<file path="config.mk">
export PLATFORM = sky130hd
export DESIGN_NAME = periph_bus_bridge
export DESIGN_NICKNAME = d
export VERILOG_FILES = /design/src/rtl/periph_bus_bridge.sv
export SDC_FILE = /design/constraint.sdc
export NUM_CORES = 1
export LEC_CHECK = 0
export BUFFER_PORTS_ARGS = -buffer_cell sky130_fd_sc_hd__buf_4
export CAP_MARGIN = 40
export CORE_AREA = 2 2 159 161
export DETAILED_ROUTE_END_ITERATION = 10
export DIE_AREA = 0 0 161 163
export GPL_TIMING_DRIVEN = 0
export PLACE_DENSITY = 0.63
export SETUP_SLACK_MARGIN = 0.05
export SLEW_MARGIN = 20
export SYNTH_ARGS = -nofsm -noshare
export SYNTH_HDL_FRONTEND = slang
export SYNTH_SLANG_ARGS = --single-unit
</file>
<file path="constraint.sdc">
create_clock -name clk -period 1.6 [get_ports clk]
set_input_delay 0.32 -clock clk [delete_from_list [all_inputs] [get_ports clk]]
set_output_delay 0.32 -clock clk [all_outputs]
set_load 0.01 [all_outputs]
</file>
<file path="src/rtl/periph_bus_bridge.sv">
// periph_bus_bridge: sequential master between the core load/store port and
// the address-decoded peripheral bus (RAM, PID1, PID2, ADC, TIM, H7S, PTL).
// One access in flight at a time. Each access ends with a one-cycle cpu_ack,
// qualified by cpu_err.
//
// Optional feature macro: PERIPH_BUS_TIMEOUT_EN
//   defined     -> ACCESS gives up after TIMEOUT_CYCLES cycles with cpu_err=1
//   not defined -> ACCESS waits for slv_ready indefinitely
//
// state  | meaning
// IDLE   | waiting for cpu_req; bus strobes low
// ACCESS | strobe held, waiting for decode result / slave ready
// RESP   | cpu_ack high for one cycle with cpu_err/cpu_rdata
module periph_bus_bridge #(
  parameter int unsigned TIMEOUT_CYCLES = 16,
  parameter logic [31:0] ERR_RDATA      = 32'h0000_0000
) (
  input  logic        clk,
  input  logic        rst_n,
  input  logic        cpu_req,
  input  logic        cpu_we,
  input  logic [31:0] cpu_addr,
  input  logic [31:0] cpu_wdata,
  output logic        cpu_ack,
  output logic        cpu_err,
  output logic [31:0] cpu_rdata,
  output logic        bus_read,
  output logic        bus_write,
  output logic [31:0] bus_addr,
  output logic [31:0] bus_wdata,
  input  logic [6:0]  cs_vec,
  input  logic [2:0]  read_mux,
  input  logic [6:0]  slv_ready,
  input  logic [31:0] rd_ram,
  input  logic [31:0] rd_pid1,
  input  logic [31:0] rd_pid2,
  input  logic [31:0] rd_adc,
  input  logic [31:0] rd_tim,
  input  logic [31:0] rd_h7s,
  input  logic [31:0] rd_ptl
);

  typedef enum logic [1:0] {
    ST_IDLE   = 2'd0,
    ST_ACCESS = 2'd1,
    ST_RESP   = 2'd2
  } state_t;

  state_t      state_q, state_d;
  logic [31:0] addr_q, addr_d;
  logic [31:0] wdata_q, wdata_d;
  logic        we_q, we_d;
  logic        read_q, read_d;
  logic        write_q, write_d;
  logic        ack_q, ack_d;
  logic        err_q, err_d;
  logic [31:0] rdata_q, rdata_d;

  logic        sel_valid;
  logic        sel_ready;
  logic [31:0] sel_data;
  logic        unmapped;
  logic        timeout;

`ifdef PERIPH_BUS_TIMEOUT_EN
  logic [7:0]  cnt_q, cnt_d;
  localparam logic [7:0] CNT_LAST = 8'(TIMEOUT_CYCLES - 1);
  assign timeout = (cnt_q == CNT_LAST);
`else
  assign timeout = 1'b0;
`endif

  // Steer ready and read data by the decoder's read_mux; 7 has no source.
  always_comb begin
    sel_valid = 1'b1;
    sel_ready = 1'b0;
    sel_data  = 32'h0;
    case (read_mux)
      3'd0: begin sel_ready = slv_ready[0]; sel_data = rd_ram;  end
      3'd1: begin sel_ready = slv_ready[1]; sel_data = rd_pid1; end
      3'd2: begin sel_ready = slv_ready[2]; sel_data = rd_pid2; end
      3'd3: begin sel_ready = slv_ready[3]; sel_data = rd_adc;  end
      3'd4: begin sel_ready = slv_ready[4]; sel_data = rd_tim;  end
      3'd5: begin sel_ready = slv_ready[5]; sel_data = rd_h7s;  end
      3'd6: begin sel_ready = slv_ready[6]; sel_data = rd_ptl;  end
      default: sel_valid = 1'b0;
    endcase
  end

  assign unmapped = (cs_vec == 7'd0) || !sel_valid;

  // State and datapath registers; everything clears on reset, dropping any access.
  always_ff @(posedge clk or negedge rst_n) begin
    if (!rst_n) begin
      state_q <= ST_IDLE;
      addr_q  <= 32'h0;
      wdata_q <= 32'h0;
      we_q    <= 1'b0;
      read_q  <= 1'b0;
      write_q <= 1'b0;
      ack_q   <= 1'b0;
      err_q   <= 1'b0;
      rdata_q <= 32'h0;
`ifdef PERIPH_BUS_TIMEOUT_EN
      cnt_q   <= 8'h0;
`endif
    end else begin
      state_q <= state_d;
      addr_q  <= addr_d;
      wdata_q <= wdata_d;
      we_q    <= we_d;
      read_q  <= read_d;
      write_q <= write_d;
      ack_q   <= ack_d;
      err_q   <= err_d;
      rdata_q <= rdata_d;
`ifdef PERIPH_BUS_TIMEOUT_EN
      cnt_q   <= cnt_d;
`endif
    end
  end

  // Next-state and registered-output logic; ack/err/rdata are live only in RESP.
  always_comb begin
    state_d = state_q;
    addr_d  = addr_q;
    wdata_d = wdata_q;
    we_d    = we_q;
    read_d  = read_q;
    write_d = write_q;
    ack_d   = 1'b0;
    err_d   = 1'b0;
    rdata_d = 32'h0;
`ifdef PERIPH_BUS_TIMEOUT_EN
    cnt_d   = cnt_q;
`endif
    case (state_q)
      ST_IDLE: begin
        if (cpu_req) begin
          addr_d  = cpu_addr;
          wdata_d = cpu_wdata;
          we_d    = cpu_we;
          read_d  = ~cpu_we;
          write_d = cpu_we;
`ifdef PERIPH_BUS_TIMEOUT_EN
          cnt_d   = 8'h0;
`endif
          state_d = ST_ACCESS;
        end
      end
      ST_ACCESS: begin
        if (unmapped || sel_ready || timeout) begin
          read_d  = 1'b0;
          write_d = 1'b0;
          ack_d   = 1'b1;
          state_d = ST_RESP;
          if (unmapped || !sel_ready) begin
            err_d   = 1'b1;
            rdata_d = we_q ? 32'h0 : ERR_RDATA;
          end else begin
            rdata_d = we_q ? 32'h0 : sel_data;
          end
        end else begin
`ifdef PERIPH_BUS_TIMEOUT_EN
          cnt_d = cnt_q + 8'd1;
`endif
        end
      end
      ST_RESP: begin
        state_d = ST_IDLE;
      end
      default: begin
        state_d = ST_IDLE;
        read_d  = 1'b0;
        write_d = 1'b0;
      end
    endcase
  end

  assign cpu_ack   = ack_q;
  assign cpu_err   = err_q;
  assign cpu_rdata = rdata_q;
  assign bus_read  = read_q;
  assign bus_write = write_q;
  assign bus_addr  = addr_q;
  assign bus_wdata = wdata_q;

endmodule

</file>
# Yosys cells after proc, flatten, opt, wreduce, memory -nomap -nowiden
# Cells that the tools add are included.
[word_totals]
rom_bits = 0
mem_count = 0
elab_cells = 53
input_bits = 309
ramBits = 0
out_inout_bits = 100
register_bits = 103
latch_bits = 0
[op_classes]
n_reduce_logical = 12
div_mod_pow = 0
magnitude_cmp = 0
n_mul = 0
n_bitwise = 2
n_eq_ne = 10
shift = 0
n_addsub = 0
n_mux = 20
[ops]
columns = ["cell", "count"]
rows = [
  ["32-bit case mux with 7 select lines", 1],
  ["32-bit 2-to-1 mux", 4],
  ["3-bit equality test (second input constant)", 3],
  ["1-bit 2-to-1 mux", 9],
  ["7-bit zero test", 1],
  ["1-bit case mux with 7 select lines", 1],
  ["7-bit OR reduction", 1],
  ["3-bit by 2-bit equality test with 1-bit output (second input constant)", 2],
  ["1-bit case mux with 3 select lines", 2],
  ["2-bit 2-to-1 mux", 2],
  ["2-bit != test (second input constant)", 2],
  ["2-bit case mux with 2 select lines", 1],
  ["2-bit AND reduction", 2],
  ["3-bit by 1-bit equality test with 1-bit output (second input constant)", 1],
  ["3-bit zero test", 1],
  ["1-bit logical OR", 3],
  ["3-bit AND reduction", 1],
  ["2-bit by 1-bit equality test with 1-bit output (second input constant)", 1],
  ["2-bit equality test (second input constant)", 1],
  ["1-bit zero test", 2],
  ["2-bit zero test", 1],
  ["1-bit inverter", 2],
]

# Depth between registers and ports, before layout
[depth]
word_depth = 9
ltp_mapped = 7
mapped_depth_nobuf = 4

# Worst setup path after synthesis
# OpenSTA, ideal clock, no wires.
[synth_timing]
path_type = "in2reg"
from = "input read_mux[2]"
to = "register rdata_q[14], in the netlist cpu_rdata[14]"
required_ns = 1.453
setup_time_ns = 0.147
setup_slack_ns = 0.011
arrival_time_ns = 1.442
n_path_buf = 2
stages = 6
path_cell_list = "buf_6 nor2b_4 a22o_1 a221oi_4 buf_6 a2111oi_0"
[synth_via]
elab_chain_len = 9
elab_cells_between_ends = 20
cone_classes = "6 x eq/ne; 7 x mux; 7 x reduce/logical"
[synth_rtl]
columns = ["element", "line_no", "text"]
rows = [
  ["start, declared", "32", "input logic [2:0] read_mux,"],
  ["3-bit equality test (tied with other cells)", "78", "case (read_mux)"],
  ["7-bit OR reduction (no line)", "--", ""],
  ["1-bit 2-to-1 mux", "78", ""],
  ["1-bit zero test", "90", "assign unmapped = (cs_vec == 7'd0) || !sel_valid;"],
  ["1-bit logical OR", "90", ""],
  ["1-bit logical OR", "157", "if (unmapped || !sel_ready) begin"],
  ["32-bit 2-to-1 mux", "157", ""],
  ["32-bit 2-to-1 mux (*)", "152", "if (unmapped || sel_ready || timeout) begin"],
  ["32-bit 2-to-1 mux (*)", "137", "case (state_q)"],
  ["net rdata_d[14]", "57", "logic [31:0] rdata_q, rdata_d;"],
  ["end signal, assigned", "116", "rdata_q <= rdata_d;"],
  ["end, declared", "57", ""],
]
# The timed path passes the listed nets; every way through them passes the cells marked *.
# A chain may end at the register's enable or synchronous reset.

# Final worst setup path
[layout_timing]
from = "input read_mux[2]"
to = "register rdata_q[24], in the netlist cpu_rdata[24]"
# Same word-level chain as after synthesis.

==> metrics.md <==
| Metric | Value |
|---|---|
| Final period utilization | 0.961 |
| Post-Synthesis Cell Area | 0.00568 sq mm |
| Count of non-filler cells in the finished layout | 1222 |
| Initial antenna violation count | 2 |
| Number of pins exceeding their max-slew limit in the final report | 0 |
| Crit Path Max Fanout | 10 |
| Area of the multi-input gates | 0.00300 sq mm |
| Number of buffers added by the clock tree synthesis step | 9 |
| Seq. cell area | 0.00258 sq mm |
| Core Box Area | 0.0247 sq mm |
| Gate Count Post-Synth | 461 |
| Number of nets in the synthesized netlist | 770 |
| Sum of net half-perimeters after detailed placement | 19600 microns |
| Horiz. Die Dim | 161 microns |
| Wire length of the first global-routing pass | 34400 microns |
| Maximum VDD drop | 0.000568 V |
| First drt pass iteration count | 4 |
| Total chip power | 11.4 mW |
| Via count | 5535 |
| Commonest non-fill, non-tap cell in the layout | buf_4 |
| Unrepaired setup endpoints after global routing | true |
| H-tree levels | 3 |
| Worst Clk Skew | 0.0106 ns |
| Count of endpoints failing hold in the final timing report | 0 |
| Power per cell area | 1160 mW/mm^2 |
| Worst-case clock buffer depth | 2 |
| Yosys warning total | 0 |
| Full die area | 0.0262 sq mm |
| Commonest cells after routing, fill and taps aside | 419 x buf_4, 103 x dfrtp_1, 86 x mux2_2, 35 x nor2_1, 30 x mux2i_1 |
| Nets | 1196 |
| F_max | 650 MHz |
| Starting density of the core | 0.230 |
| I/O Buffers | 408 |
| Crit start category | input pin |
| Class of the worst hold path | input pin to flip-flop |
| Endpoints failing setup | 0 |
| Final weighted congestion in routability-driven placement | 0.816 |
| Top FF cell, synth | dfrtp_1 |
| WP data arrival | 1.75 ns |
| Required time reported for the critical path endpoint | 1.82 ns |
| Average cell area after synthesis | 12.3 sq um |
| Final period demand of the worst path | 1.54 ns |
| Flip-flop and latch count after synthesis | 103 |
| Per-cell routed wire length | 19.4 microns |
| Overall die height | 163 microns |
| Number of flops mapped to enable cells by yosys | 0 |
| Nature of the critical path endpoint | flip-flop |
| Area overhead of the layout relative to synthesis | 73.6% |
| Placed cell count | 1200 |
| Clock-pin transition on the worst setup and hold timing paths | 0.08 ns |
| Fillers | 2476 |
| Share of post-route cells with drive strength above 1 | 0.676 |
| Via density | 4.53 |
| Root Buffer | clkbuf_16 |
| Overall overflow remaining after global route | 0 |
| Instance area after placement | 0.00921 sq mm |
| Total number of clock tree sinks | 103 |
| Slew at the pin closest to its max-slew limit | 0.488 ns |
| Top-level I/O count | 409 |
| Async S/R FF share, synth | 1.00 |
| Vias in the first global route | 5850 |
| Distinct cells, synth | 39 |
| Clock tree from TritonCTS | done |
| Cell row count | 58 |
| Post-route cell area | 0.00986 sq mm |
| Outcome | complete, no violations |
| Total wire length | 23700 microns |
| Total routing resource utilization after global routing | 0.175 |
| Tightest slew margin relative to the limit | 0.671 |
| Detail Route Antenna Nets | 0 |
| Insertion delay of the later-clocked pin in the worst-skew pair | 0.34 ns |
| Post-synthesis sequential area ratio | 0.454 |
| Iteration-0 DRC Markers | 181 |
| Count of maximum capacitance violations | 0 |
| Category of the critical setup timing path | input pin to flip-flop |
| Pin count of the biggest net entering global routing | 68 |
| Total DRC errors in the routed layout | 0 |
| Leakage power of the design | 4.64 nW |
## logic make-up after synthesis
logic type | synth area share
muxes | 0.287
and+or+nand+nor | 0.0676
DFF | 0.454
buffers and inverters | 0.0509
AOI/OAI and AO/OA | 0.141
## final timing paths
| kind | from | to | slack (ns) | cells past startpoint |
|---|---|---|---|---|
| max | read_mux[2] | cpu_rdata[24]$_DFF_PN0_ | 0.06 | 8 |
| min | cpu_addr[15] | bus_addr[15]$_DFFE_PN0P_ | 0.20 | 2 |
| max reg2reg | state_q[1]$_DFFE_PN0P_ | bus_wdata[25]$_DFFE_PN0P_ | 0.16 | 5 |
| min reg2reg | bus_addr[24]$_DFFE_PN0P_ | bus_addr[24]$_DFFE_PN0P_ | 0.51 | 1 |
| max in group asynchronous | rst_n | cpu_rdata[28]$_DFF_PN0_ | 0.47 | 3 |
| min in group asynchronous | rst_n | bus_wdata[19]$_DFFE_PN0P_ | 0.44 | 2 |
## per-layer routing
| metal | GRT usage | vias to the layer above | share of wire |
|---|---|---|---|
| met5 | 0 | - | 0.00068 |
| met4 | 0.0564 | 2 | 0.022 |
| met3 | 0.0407 | 31 | 0.069 |
| met2 | 0.311 | 272 | 0.51 |
| met1 | 0.209 | 2631 | 0.40 |
| li1 | - | 2599 | - |
## sequential cells by signal (all words and copies together), names as in the netlist
name and cells:
state_q 2, cpu_ack 1, cpu_rdata 32, we_q 1, bus_read 1, bus_addr 32, cpu_err 1, bus_write 1
bus_wdata 32
## critical path: stages
cell and delay [ns]:
buf_4 0.12, buf_8 0.14, nor2b_4 0.21, a22o_1 0.24
a221oi_4 0.09, buf_12 0.15, buf_8 0.15, a2111oi_1 0.33
## synth_stat cells, types with 2 or more instances
master	n	area share
a2111oi_0	14	0.022
a2111oi_1	2	0.0035
a211oi_1	15	0.020
a21oi_1	25	0.022
a22o_1	11	0.017
a22oi_1	6	0.0079
a31o_1	2	0.0031
a31oi_1	9	0.0099
and3_1	3	0.0033
and3b_1	2	0.0031
buf_1	3	0.0020
buf_2	15	0.013
buf_4	7	0.0093
buf_6	10	0.020
clkbuf_1	8	0.0053
dfrtp_1	103	0.45
mux2_2	86	0.17
mux2i_1	30	0.053
mux4_2	16	0.063
nand2_1	7	0.0046
nand2b_1	11	0.012
nor2_1	37	0.024
nor2b_1	4	0.0044
nor3_1	3	0.0026
nor3b_1	4	0.0053
o22a_1	6	0.0093
o2bb2ai_1	10	0.015
## through the flow
| stage | utilization | worst slack (ns) | hold slack, ns | setup TNS, ns |
|---|---|---|---|---|
| 2_1_floorplan | - | 0.0145 | 0.0244 | 0 |
| 3_3_place_gp | 0.372 | -0.837 | 0.490 | -31.05 |
| 3_5_place_dp | 0.373 | -0.860 | 0.258 | -33.08 |
| 4_1_cts | 0.393 | 0.0366 | 0.181 | 0 |
| 5_1_grt | 0.400 | -0.000700 | 0.182 | -0.000700 |
| 6_report | 0.400 | 0.0618 | 0.203 | 0 |
## power by group
group | leakage [nW] | total [mW] | switching, mW | internal, mW
clock network | 0.134 | 2.12 | 1.04 | 1.08
registers | 1.28 | 4.05 | 0.497 | 3.55
logic | 3.23 | 5.25 | 2.18 | 3.07
## area by class of cell
type | count | area share
diodes | 1 | 0.000254
multi-input cells | 313 | 0.304
plain buffers | 42 | 0.0400
repair buffers | 416 | 0.323
clock buffers | 9 | 0.0228
clock inverters | 6 | 0.00546
flip-flops and latches | 103 | 0.261
inverters | 2 | 0.000761
well taps | 330 | 0.0419
## repair_timing
item                                    CTS  global route
pin swaps                                 2             3
hold endpoints to repair                 36             0
hold buffers                              1             0
gates resized for setup                  45            38
buffers inserted                          6             0
endpoints found under the setup margin   96            91
Power figures use the tool's default switching activity.
